## src/rtl/lc3_pkg.sv

```systemverilog
// Shared LC-3 condition-code definitions: NZP encodings, the CC type and
// the helper that turns sign/zero information into a one-hot NZP value.
package lc3_pkg;

    typedef logic [2:0] cc_t;

    localparam cc_t CC_N     = 3'b100;
    localparam cc_t CC_Z     = 3'b010;
    localparam cc_t CC_P     = 3'b001;
    localparam cc_t CC_RESET = CC_Z;

    // Zero takes precedence so the result is always exactly one-hot.
    function automatic cc_t cc_from_flags(input logic sign_bit, input logic zero_bit);
        cc_t cc_v;
        if (zero_bit) begin
            cc_v = CC_Z;
        end else if (sign_bit) begin
            cc_v = CC_N;
        end else begin
            cc_v = CC_P;
        end
        return cc_v;
    endfunction

endpackage

```

## src/rtl/cc_stack.sv

```systemverilog
// Saturating LIFO of saved condition codes used across interrupt entry / RTI.
// Illegal requests (overflow, underflow, push+pop) are dropped and flagged.
module cc_stack
    import lc3_pkg::*;
#(
    parameter int STACK_DEPTH = 4,
    parameter int CNT_W       = $clog2(STACK_DEPTH + 1)
) (
    input  logic             clk,
    input  logic             reset,
    input  logic             push,
    input  logic             pop,
    input  cc_t              din,
    output cc_t              dout,
    output logic [CNT_W-1:0] cnt,
    output logic             full,
    output logic             empty,
    output logic             err_pulse
);

    localparam int IDX_W = (STACK_DEPTH > 1) ? $clog2(STACK_DEPTH) : 1;
    localparam logic [CNT_W-1:0] DEPTH_C = CNT_W'(STACK_DEPTH);
    localparam logic [CNT_W-1:0] ONE_C   = CNT_W'(1);
    localparam logic [CNT_W-1:0] ZERO_C  = {CNT_W{1'b0}};

    cc_t              mem_r [STACK_DEPTH];
    logic [CNT_W-1:0] cnt_r;
    logic [CNT_W-1:0] top_s;
    logic             full_s;
    logic             empty_s;
    logic             push_ok_s;
    logic             pop_ok_s;
    logic             err_s;
    cc_t              dout_s;

    // Occupancy decode, request qualification and top-of-stack read.
    always_comb begin
        full_s    = (cnt_r == DEPTH_C);
        empty_s   = (cnt_r == ZERO_C);
        top_s     = cnt_r - ONE_C;
        push_ok_s = push & ~pop & ~full_s;
        pop_ok_s  = pop & ~push & ~empty_s;
        err_s     = (push & pop) | (push & ~pop & full_s) | (pop & ~push & empty_s);
        if (empty_s) begin
            dout_s = CC_RESET;
        end else begin
            dout_s = mem_r[top_s[IDX_W-1:0]];
        end
    end

    // Occupancy counter; only qualified requests move it, so it never wraps.
    always_ff @(posedge clk) begin
        if (reset) begin
            cnt_r <= ZERO_C;
        end else if (push_ok_s) begin
            cnt_r <= cnt_r + ONE_C;
        end else if (pop_ok_s) begin
            cnt_r <= top_s;
        end else begin
            cnt_r <= cnt_r;
        end
    end

    // Entry storage; contents are don't-care after reset, so no reset branch.
    always_ff @(posedge clk) begin
        if (push_ok_s && !reset) begin
            mem_r[cnt_r[IDX_W-1:0]] <= din;
        end
    end

    assign dout      = dout_s;
    assign cnt       = cnt_r;
    assign full      = full_s;
    assign empty     = empty_s;
    assign err_pulse = err_s;

endmodule

```

## src/rtl/cc_ben_unit.sv

```systemverilog
// LC-3 condition-code register and branch-enable logic, with a saved-CC
// stack for interrupt entry / RTI and a sticky stack error flag.
module cc_ben_unit
    import lc3_pkg::*;
#(
    parameter int DATA_W      = 16,
    parameter int STACK_DEPTH = 4,
    parameter int CNT_W       = $clog2(STACK_DEPTH + 1)
) (
    input  logic              clk,
    input  logic              reset,
    input  logic [DATA_W-1:0] bus_in,
    input  logic              ld_cc,
    input  logic              ld_ben,
    input  logic [2:0]        ir_nzp,
    input  logic              cc_push,
    input  logic              cc_pop,
    output logic              n_out,
    output logic              z_out,
    output logic              p_out,
    output logic              ben,
    output logic [CNT_W-1:0]  stack_cnt,
    output logic              stack_full,
    output logic              stack_empty,
    output logic              stack_err
);

    cc_t  cc_r;
    cc_t  cc_next_s;
    cc_t  bus_cc_s;
    cc_t  stack_dout_s;
    logic ben_r;
    logic ben_next_s;
    logic err_r;
    logic err_pulse_s;
    logic restore_s;

    cc_stack #(
        .STACK_DEPTH (STACK_DEPTH),
        .CNT_W       (CNT_W)
    ) u_stack (
        .clk       (clk),
        .reset     (reset),
        .push      (cc_push),
        .pop       (cc_pop),
        .din       (cc_r),
        .dout      (stack_dout_s),
        .cnt       (stack_cnt),
        .full      (stack_full),
        .empty     (stack_empty),
        .err_pulse (err_pulse_s)
    );

    // Next CC (bus load beats stack restore) and BEN from the pre-edge CC.
    always_comb begin
        bus_cc_s  = cc_from_flags(bus_in[DATA_W-1], (bus_in == {DATA_W{1'b0}}));
        restore_s = cc_pop & ~cc_push & ~stack_empty;
        if (ld_cc) begin
            cc_next_s = bus_cc_s;
        end else if (restore_s) begin
            cc_next_s = stack_dout_s;
        end else begin
            cc_next_s = cc_r;
        end
        if (ld_ben) begin
            ben_next_s = |(ir_nzp & cc_r);
        end else begin
            ben_next_s = ben_r;
        end
    end

    // CC, BEN and sticky error registers.
    always_ff @(posedge clk) begin
        if (reset) begin
            cc_r  <= CC_RESET;
            ben_r <= 1'b0;
            err_r <= 1'b0;
        end else begin
            cc_r  <= cc_next_s;
            ben_r <= ben_next_s;
            err_r <= err_r | err_pulse_s;
        end
    end

    assign n_out     = cc_r[2];
    assign z_out     = cc_r[1];
    assign p_out     = cc_r[0];
    assign ben       = ben_r;
    assign stack_err = err_r;

endmodule

```

## config.mk

```make
export PLATFORM = sky130hd
export DESIGN_NAME = cc_ben_unit
export DESIGN_NICKNAME = d
export VERILOG_FILES = /design/src/rtl/lc3_pkg.sv /design/src/rtl/cc_stack.sv /design/src/rtl/cc_ben_unit.sv
export SDC_FILE = /design/constraint.sdc
export NUM_CORES = 1
export LEC_CHECK = 0
export ABC_CLOCK_PERIOD_IN_PS = 1600
export CORE_UTILIZATION = 39
export CTS_CLUSTER_SIZE = 28
export DETAILED_ROUTE_END_ITERATION = 10
export GPL_ROUTABILITY_DRIVEN = 0
export PLACE_DENSITY_LB_ADDON = 0.08
export SYNTH_ARGS = -nofsm -noshare
export SYNTH_HDL_FRONTEND = slang
export SYNTH_SLANG_ARGS = --single-unit
```

## constraint.sdc

```tcl
create_clock -name clk -period 1.6 [get_ports clk]
set_input_delay 0.32 -clock clk [delete_from_list [all_inputs] [get_ports clk]]
set_output_delay 0.32 -clock clk [all_outputs]
set_load 0.02 [all_outputs]
```

==> metrics.txt, run 1 <==
die footprint between 2000 and 3000 um2; I/O Buffers 34; Synth area leader edfxtp_1; first-pass GRT wire length between 3000 and 4000 um; Synth Cell Area 969.7 um2; Max-Cap Viols 0; First-pass DRT Iterations 4; Worst Setup Slack, final ~0.054 ns; Synth-to-Final Area Change 64.00%; Arrival @ worst endpoint roughly 1.6 ns; later-pin clock latency in the skew report about 0.31 ns; fin crit share 96.63%; CTS H-Tree Depth 1; hold path endpoint stack_err$_SDFF_PP0_; Ys Warns 0; hold path start stack_err$_SDFF_PP0_; Hold Crit Class flop to flop; commonest non-fill, non-tap cells in the layout 24 x clkdlybuf4s50_1, 19 x buf_4, 12 x edfxtp_1; status completed; grt ovf 0; clk slew on worst S/H paths roughly 0.11 ns; CTS tree built; core area 2276 um2; crit path time final between 1.5 and 2 ns; I/O pin count 35; unique cell type count in the Yosys netlist 25; PD cells approximately 960 nW/um2; Fin Setup TNS 0 ns; commonest non-fill, non-tap cell in the layout clkdlybuf4s50_1; area post-placement 1526 um2; worst setup path class flop to flop; Avg Inst Size Synth roughly 12 um2; LEAKAGE about 0.67 nW; Nets between 150 and 200; Vias per Instance around 5.1; share of cells above drive strength 1 approximately 30%; Overall Global Routing Usage around a fifth; R2R setup slack about 0.054 ns; post-route cell area between 1500 and 2000 um2; DP Wirelength between 1500 and 2000 um; final setup fails 0; TritonCTS Buffers 3; overall routed net length 2445 um; Clock Sinks 20; Worst Setup SP u_stack.cnt[0]$_SDFFE_PP0P_; maximum clock rate between 600 and 700 MHz; DR DRC count 0; Setup crit start kind flop; Yosys reg bits 20; Inserted Diodes 0; largest net degree at the start of global routing 13; antenna viol nets, final 0; initial core utilization 42.61%; Chip Height about 52 um; crit path max fanout 4; Post-Syn Nets 111; Reg2Reg Launch Point u_stack.cnt[0]$_SDFFE_PP0P_; max-slew violations 0; clock root cell clkbuf_4; RSZ-0062 raised after global routing true; row count 17; Setup WS pre-CTS -0.1915 ns; Peak VDD IR about 810 uV; worst slew pin tran 0.3229 ns; cells on worst reg2reg path 7; Final Hold Viols 0; initial antenna violation count 0; cell count after synthesis 80; Hold Path Cell Cnt 2; Synth area leaders edfxtp_1 37%, dfxtp_1 17%, ha_1 7.7%; share of the synthesized area in the top cell type 37.16%; post-DR wirelength/cell around 15 um; Rel. slew slack around 80%; worst clock skew between 0.001 and 0.0015 ns; Crit. End Element flop; deepest clock path buffer count 2; DRC marker count from the first detailed-route iteration 18; capturing point of the worst reg2reg path u_stack.mem_r[1][2]$_DFFE_PP_; vias in the first global route between 800 and 900; sequential-to-total area share from yosys stat approximately 54%; WP data required 1.63 ns; Via Count 835; Die X roughly 52 um
==> kinds of logic after synthesis <==
| family | count (synthesis) | synth area share (%) |
|---|---|---|
| fa+ha+maj | 6 | 7.742 |
| flops | 20 | 53.68 |
| mux | 6 | 10.58 |
| compound gates | 13 | 8.775 |
| simple gates | 28 | 15.87 |
| buf+inv | 6 | 2.451 |
| xor+xnor | 1 | 0.9034 |
==> state kept, by name, summed over array words and instances (netlist names) <==
register,flops
cc_r,3
stack_err,1
u_stack.mem_r,12
ben,1
u_stack.cnt,3
==> cell usage after synthesis, drive strengths merged <==
library cell  instances
edfxtp               12
dfxtp                 8
nor2                  8
a21oi                 7
ha                    6
inv                   5
nand2                 5
and2                  4
nor4                  4
mux4                  3
nand2b                3
mux2i                 2
nand3                 2
a211oi                1
a222oi                1
a22oi                 1
a41oi                 1
and2b                 1
clkbuf                1
mux2                  1
nor3b                 1
o211ai                1
o221ai                1
xnor2                 1
==> critical path: stages (launching register included) <==
cell and delay, ns:
dfxtp_4 0.38, inv_4 0.05, ha_1 0.20, nand2_1 0.08, buf_4 0.11, nand2_1 0.07
nor2_2 0.16, and2_1 0.22
==> final cells by class <==
cell class / count / area [um2]
Fill cell: 179 / 685.7
Sequential cell: 20 / 528.0
Timing Repair Buffer: 54 / 485.5
Multi-Input combinational cell: 54 / 465.4
Tap cell: 28 / 35.03
Clock inverter: 1 / 30.03
Inverter: 5 / 23.77
Clock buffer: 3 / 22.52
==> power breakdown <==
group	total [W]	internal (W)	switching [W]	leakage [nW]
clock network	0.000416	0.000253	0.000162	0.0279
logic	0.000510	0.000279	0.000232	0.465
registers	0.000600	0.000581	0.0000189	0.177
total	0.00153	0.00111	0.000413	0.670
==> worst max path at each step <==
stage	endpoint	slack, ns	cells past startpoint
floorplan	u_stack.cnt[1]$_SDFFE_PP0P_	0.006	7
global placement	u_stack.mem_r[3][1]$_DFFE_PP_	-0.16	5
detailed placement	u_stack.mem_r[3][0]$_DFFE_PP_	-0.19	5
CTS	p_out	0.01	1
global route	u_stack.mem_r[2][0]$_DFFE_PP_	-0.04	7
finish	u_stack.mem_r[1][2]$_DFFE_PP_	0.05	7
==> stage by stage <==
step | utilization (%) | hold WS, ns | cells | total power, W
after floorplan | - | 0.4156 | 80 | 0.0008665
after detailed placement | 67.07 | 0.4813 | 161 | 0.001127
after CTS | 69.05 | 0.5026 | 165 | 0.001532
after global placement | 67.07 | 0.4728 | 161 | 0.001116
final | 69.87 | 0.5027 | 165 | 0.001526
after global routing | 69.87 | 0.5412 | 165 | 0.001602
==> routing by layer <==
layer  vias up  track usage, %  share of wire (%)
met1       387           22.68                 40
li1        412               -                  -
met5         -               0                  0
met2        27           34.40                 52
met3         9           4.678                4.5
met4         0           13.96                3.4
==> what timing repair did <==
item / in CTS / in global routing
buffers inserted: 1 / 0
hold buffers: 0 / 0
setup endpoints to repair: 16 / 16
pin swaps: 3 / 3
resized for setup: 17 / 7
Note: power is estimated with default switching activity, not from simulation.
==> run 2: changes to the inputs <==
--- a/config.mk
+++ b/config.mk
@@ -6,6 +6,7 @@
 export NUM_CORES = 1
 export LEC_CHECK = 0
 export ABC_CLOCK_PERIOD_IN_PS = 1600
+export CAP_MARGIN = 0
 export CORE_UTILIZATION = 39
 export CTS_CLUSTER_SIZE = 28
 export DETAILED_ROUTE_END_ITERATION = 10
==> results of run 2 <==
Same layout as run 1: the final DEF is identical, and so are final timing and power.
==> run 3: changes to the inputs <==
--- a/config.mk
+++ b/config.mk
@@ -5,13 +5,13 @@
 export SDC_FILE = /design/constraint.sdc
 export NUM_CORES = 1
 export LEC_CHECK = 0
-export ABC_CLOCK_PERIOD_IN_PS = 1600
+export ABC_CLOCK_PERIOD_IN_PS = 1300
 export CAP_MARGIN = 0
 export CORE_UTILIZATION = 39
 export CTS_CLUSTER_SIZE = 28
 export DETAILED_ROUTE_END_ITERATION = 10
 export GPL_ROUTABILITY_DRIVEN = 0
-export PLACE_DENSITY_LB_ADDON = 0.08
+export PLACE_DENSITY = 0.74
 export SYNTH_ARGS = -nofsm -noshare
 export SYNTH_HDL_FRONTEND = slang
 export SYNTH_SLANG_ARGS = --single-unit
==> constraint.sdc (replaced) <==
create_clock -name clk -period 1.3 [get_ports clk]
set_input_delay 0.26 -clock clk [delete_from_list [all_inputs] [get_ports clk]]
set_output_delay 0.26 -clock clk [all_outputs]
set_load 0.02 [all_outputs]
==> metrics.txt, run 3 (same netlist as run 1, synthesis figures left out) <==
Max-Cap Viols 0 (unchanged); Tot Pwr 0.001917 W (+26%); worst setup path class flop to flop; TritonCTS Buffers 3 (unchanged); Via Count 871 (+4.3%); share of cells above drive strength 1 38.89% (+9.0 points); I/O pin count 35 (unchanged); vias in the first global route 839 (-1.3%); worst slew pin tran 0.4091 ns (+0.08623 ns); placed cells 165 (+2.5%); Hold Crit Class flop to flop; maximum clock rate 654.5 MHz (+1.2%); clk slew on worst S/H paths 0.12 ns (about the same); Crit. End Element flop; die footprint 2690 um2 (unchanged); RSZ-0062 raised after global routing true; initial core utilization 42.61% (unchanged); Setup crit start kind flop; row count 17 (unchanged); Peak VDD IR 1475 uV (+83%); Setup WS pre-CTS -0.4188 ns (-0.2274 ns); antenna viol nets, final 0 (unchanged); later-pin clock latency in the skew report 0.31 ns (about the same); Vias per Instance 5.064 (about the same); Rel. slew slack 72.73% (-5.6 points); Final Hold Viols 0 (unchanged); fin crit share 117.5% (+21 points); FILL cells 163 (-8.9%); Die X 51.87 um (unchanged); LEAKAGE 0.6675 nW (-0.38%); status finished, violations left; deepest clock path buffer count 2 (unchanged); First-pass DRT Iterations 4 (unchanged); Overall Global Routing Usage 20.17% (-0.29 points); grt ovf 0 (unchanged); core area 2276 um2 (unchanged); commonest non-fill, non-tap cell in the layout buf_4; Synth-to-Final Area Change 69.55%; post-DR wirelength/cell 14.41 um (-2.7%); crit path max fanout 4 (unchanged); commonest non-fill, non-tap cells in the layout 29 x buf_4, 24 x clkdlybuf4s50_1, 12 x edfxtp_1; Arrival @ worst endpoint 1.74 ns (+0.17 ns); overall routed net length 2479 um (+1.4%); hold_buf cts 0 (unchanged); DR DRC count 0 (unchanged); CTS H-Tree Depth 1 (unchanged); WP data required 1.51 ns (-0.12 ns); Final Core Density 72.24% (+2.4 points); first-pass GRT wire length 3850 um (+1.4%); DP Wirelength 1953 um (+7.1%); clock root cell clkbuf_4; initial antenna violation count 0 (unchanged); PD cells 1166 nW/um2 (+21%); Post-Layout Cell Count 172 (+4.2%); Clock Sinks 20 (unchanged); final setup fails 20 (+20); Chip Height 51.87 um (unchanged); Inserted Diodes 0 (unchanged); largest net degree at the start of global routing 13 (unchanged); max reg flops 12 (unchanged); max-slew violations 0 (unchanged); CTS tree built; failing checks setup timing; I/O Buffers 34 (unchanged); DRC marker count from the first detailed-route iteration 21 (+3); worst clock skew 0.004667 ns (+0.003581 ns); crit path time final 1.528 ns (-0.01820 ns); Nets 176 (+4.1%); Worst Setup Slack, final -0.2280 ns (-0.2818 ns)
run 3: final cells by class:
class | count | area, um2 | area share [%]
Multi-Input combinational cell | 54 | 480.5 | 29.22
Tap cell | 28 | 35.03 | 2.131
Timing Repair Buffer | 61 | 520.5 | 31.66
Clock inverter | 1 | 30.03 | 1.826
Clock buffer | 3 | 22.52 | 1.370
Inverter | 5 | 23.77 | 1.446
Sequential cell | 20 | 531.8 | 32.34
run 3: worst paths after layout:
check	startpoint	endpoint	slack [ns]	cells after the start
hold / removal	stack_err$_SDFF_PP0_	stack_err$_SDFF_PP0_	0.48	2
setup / recovery	u_stack.cnt[1]$_SDFFE_PP0P_	u_stack.cnt[0]$_SDFFE_PP0P_	-0.23	8
setup reg to reg	u_stack.cnt[1]$_SDFFE_PP0P_	u_stack.cnt[0]$_SDFFE_PP0P_	-0.23	8
hold reg to reg	stack_err$_SDFF_PP0_	stack_err$_SDFF_PP0_	0.48	2
run 3: routing by layer:
metal  global-route usage [%]  wire length, um
met1                    23.46              975
met2                    35.68             1380
met3                    5.556               96
met4                    5.856               26
met5                        0                0
run 3: worst max-delay path, stage by stage, from the launching register on:
cell     delay [ns]
dfxtp_4        0.38
inv_4          0.05
ha_4           0.16
ha_4           0.17
nor3b_4        0.24
buf_4          0.16
a21oi_2        0.04
xnor2_1        0.16
nor2_1         0.06
run 3: metrics by stage:
stage	cell area [um2]	TNS [ns]	hold WS, ns
floorplan	1018	-3.556	0.3556
global placement	1569	-6.522	0.4498
detailed placement	1569	-7.251	0.4627
CTS	1633	-3.056	0.4875
global route	1644	-4.142	0.5080
finish	1644	-2.933	0.4783
run 3: what timing repair did:
item | CTS | global route
pin swaps | 4 | 0
gates resized for setup | 31 | 7
setup endpoints to repair | 28 | 25
setup buffers | 2 | 1
run 3: power breakdown:
part           internal, W  switching [W]  total, W  leakage [nW]
combinational     0.000364       0.000295  0.000659         0.462
clock             0.000312       0.000208  0.000520        0.0279
sequential        0.000716      0.0000229  0.000739         0.178
total              0.00139       0.000526   0.00192         0.667
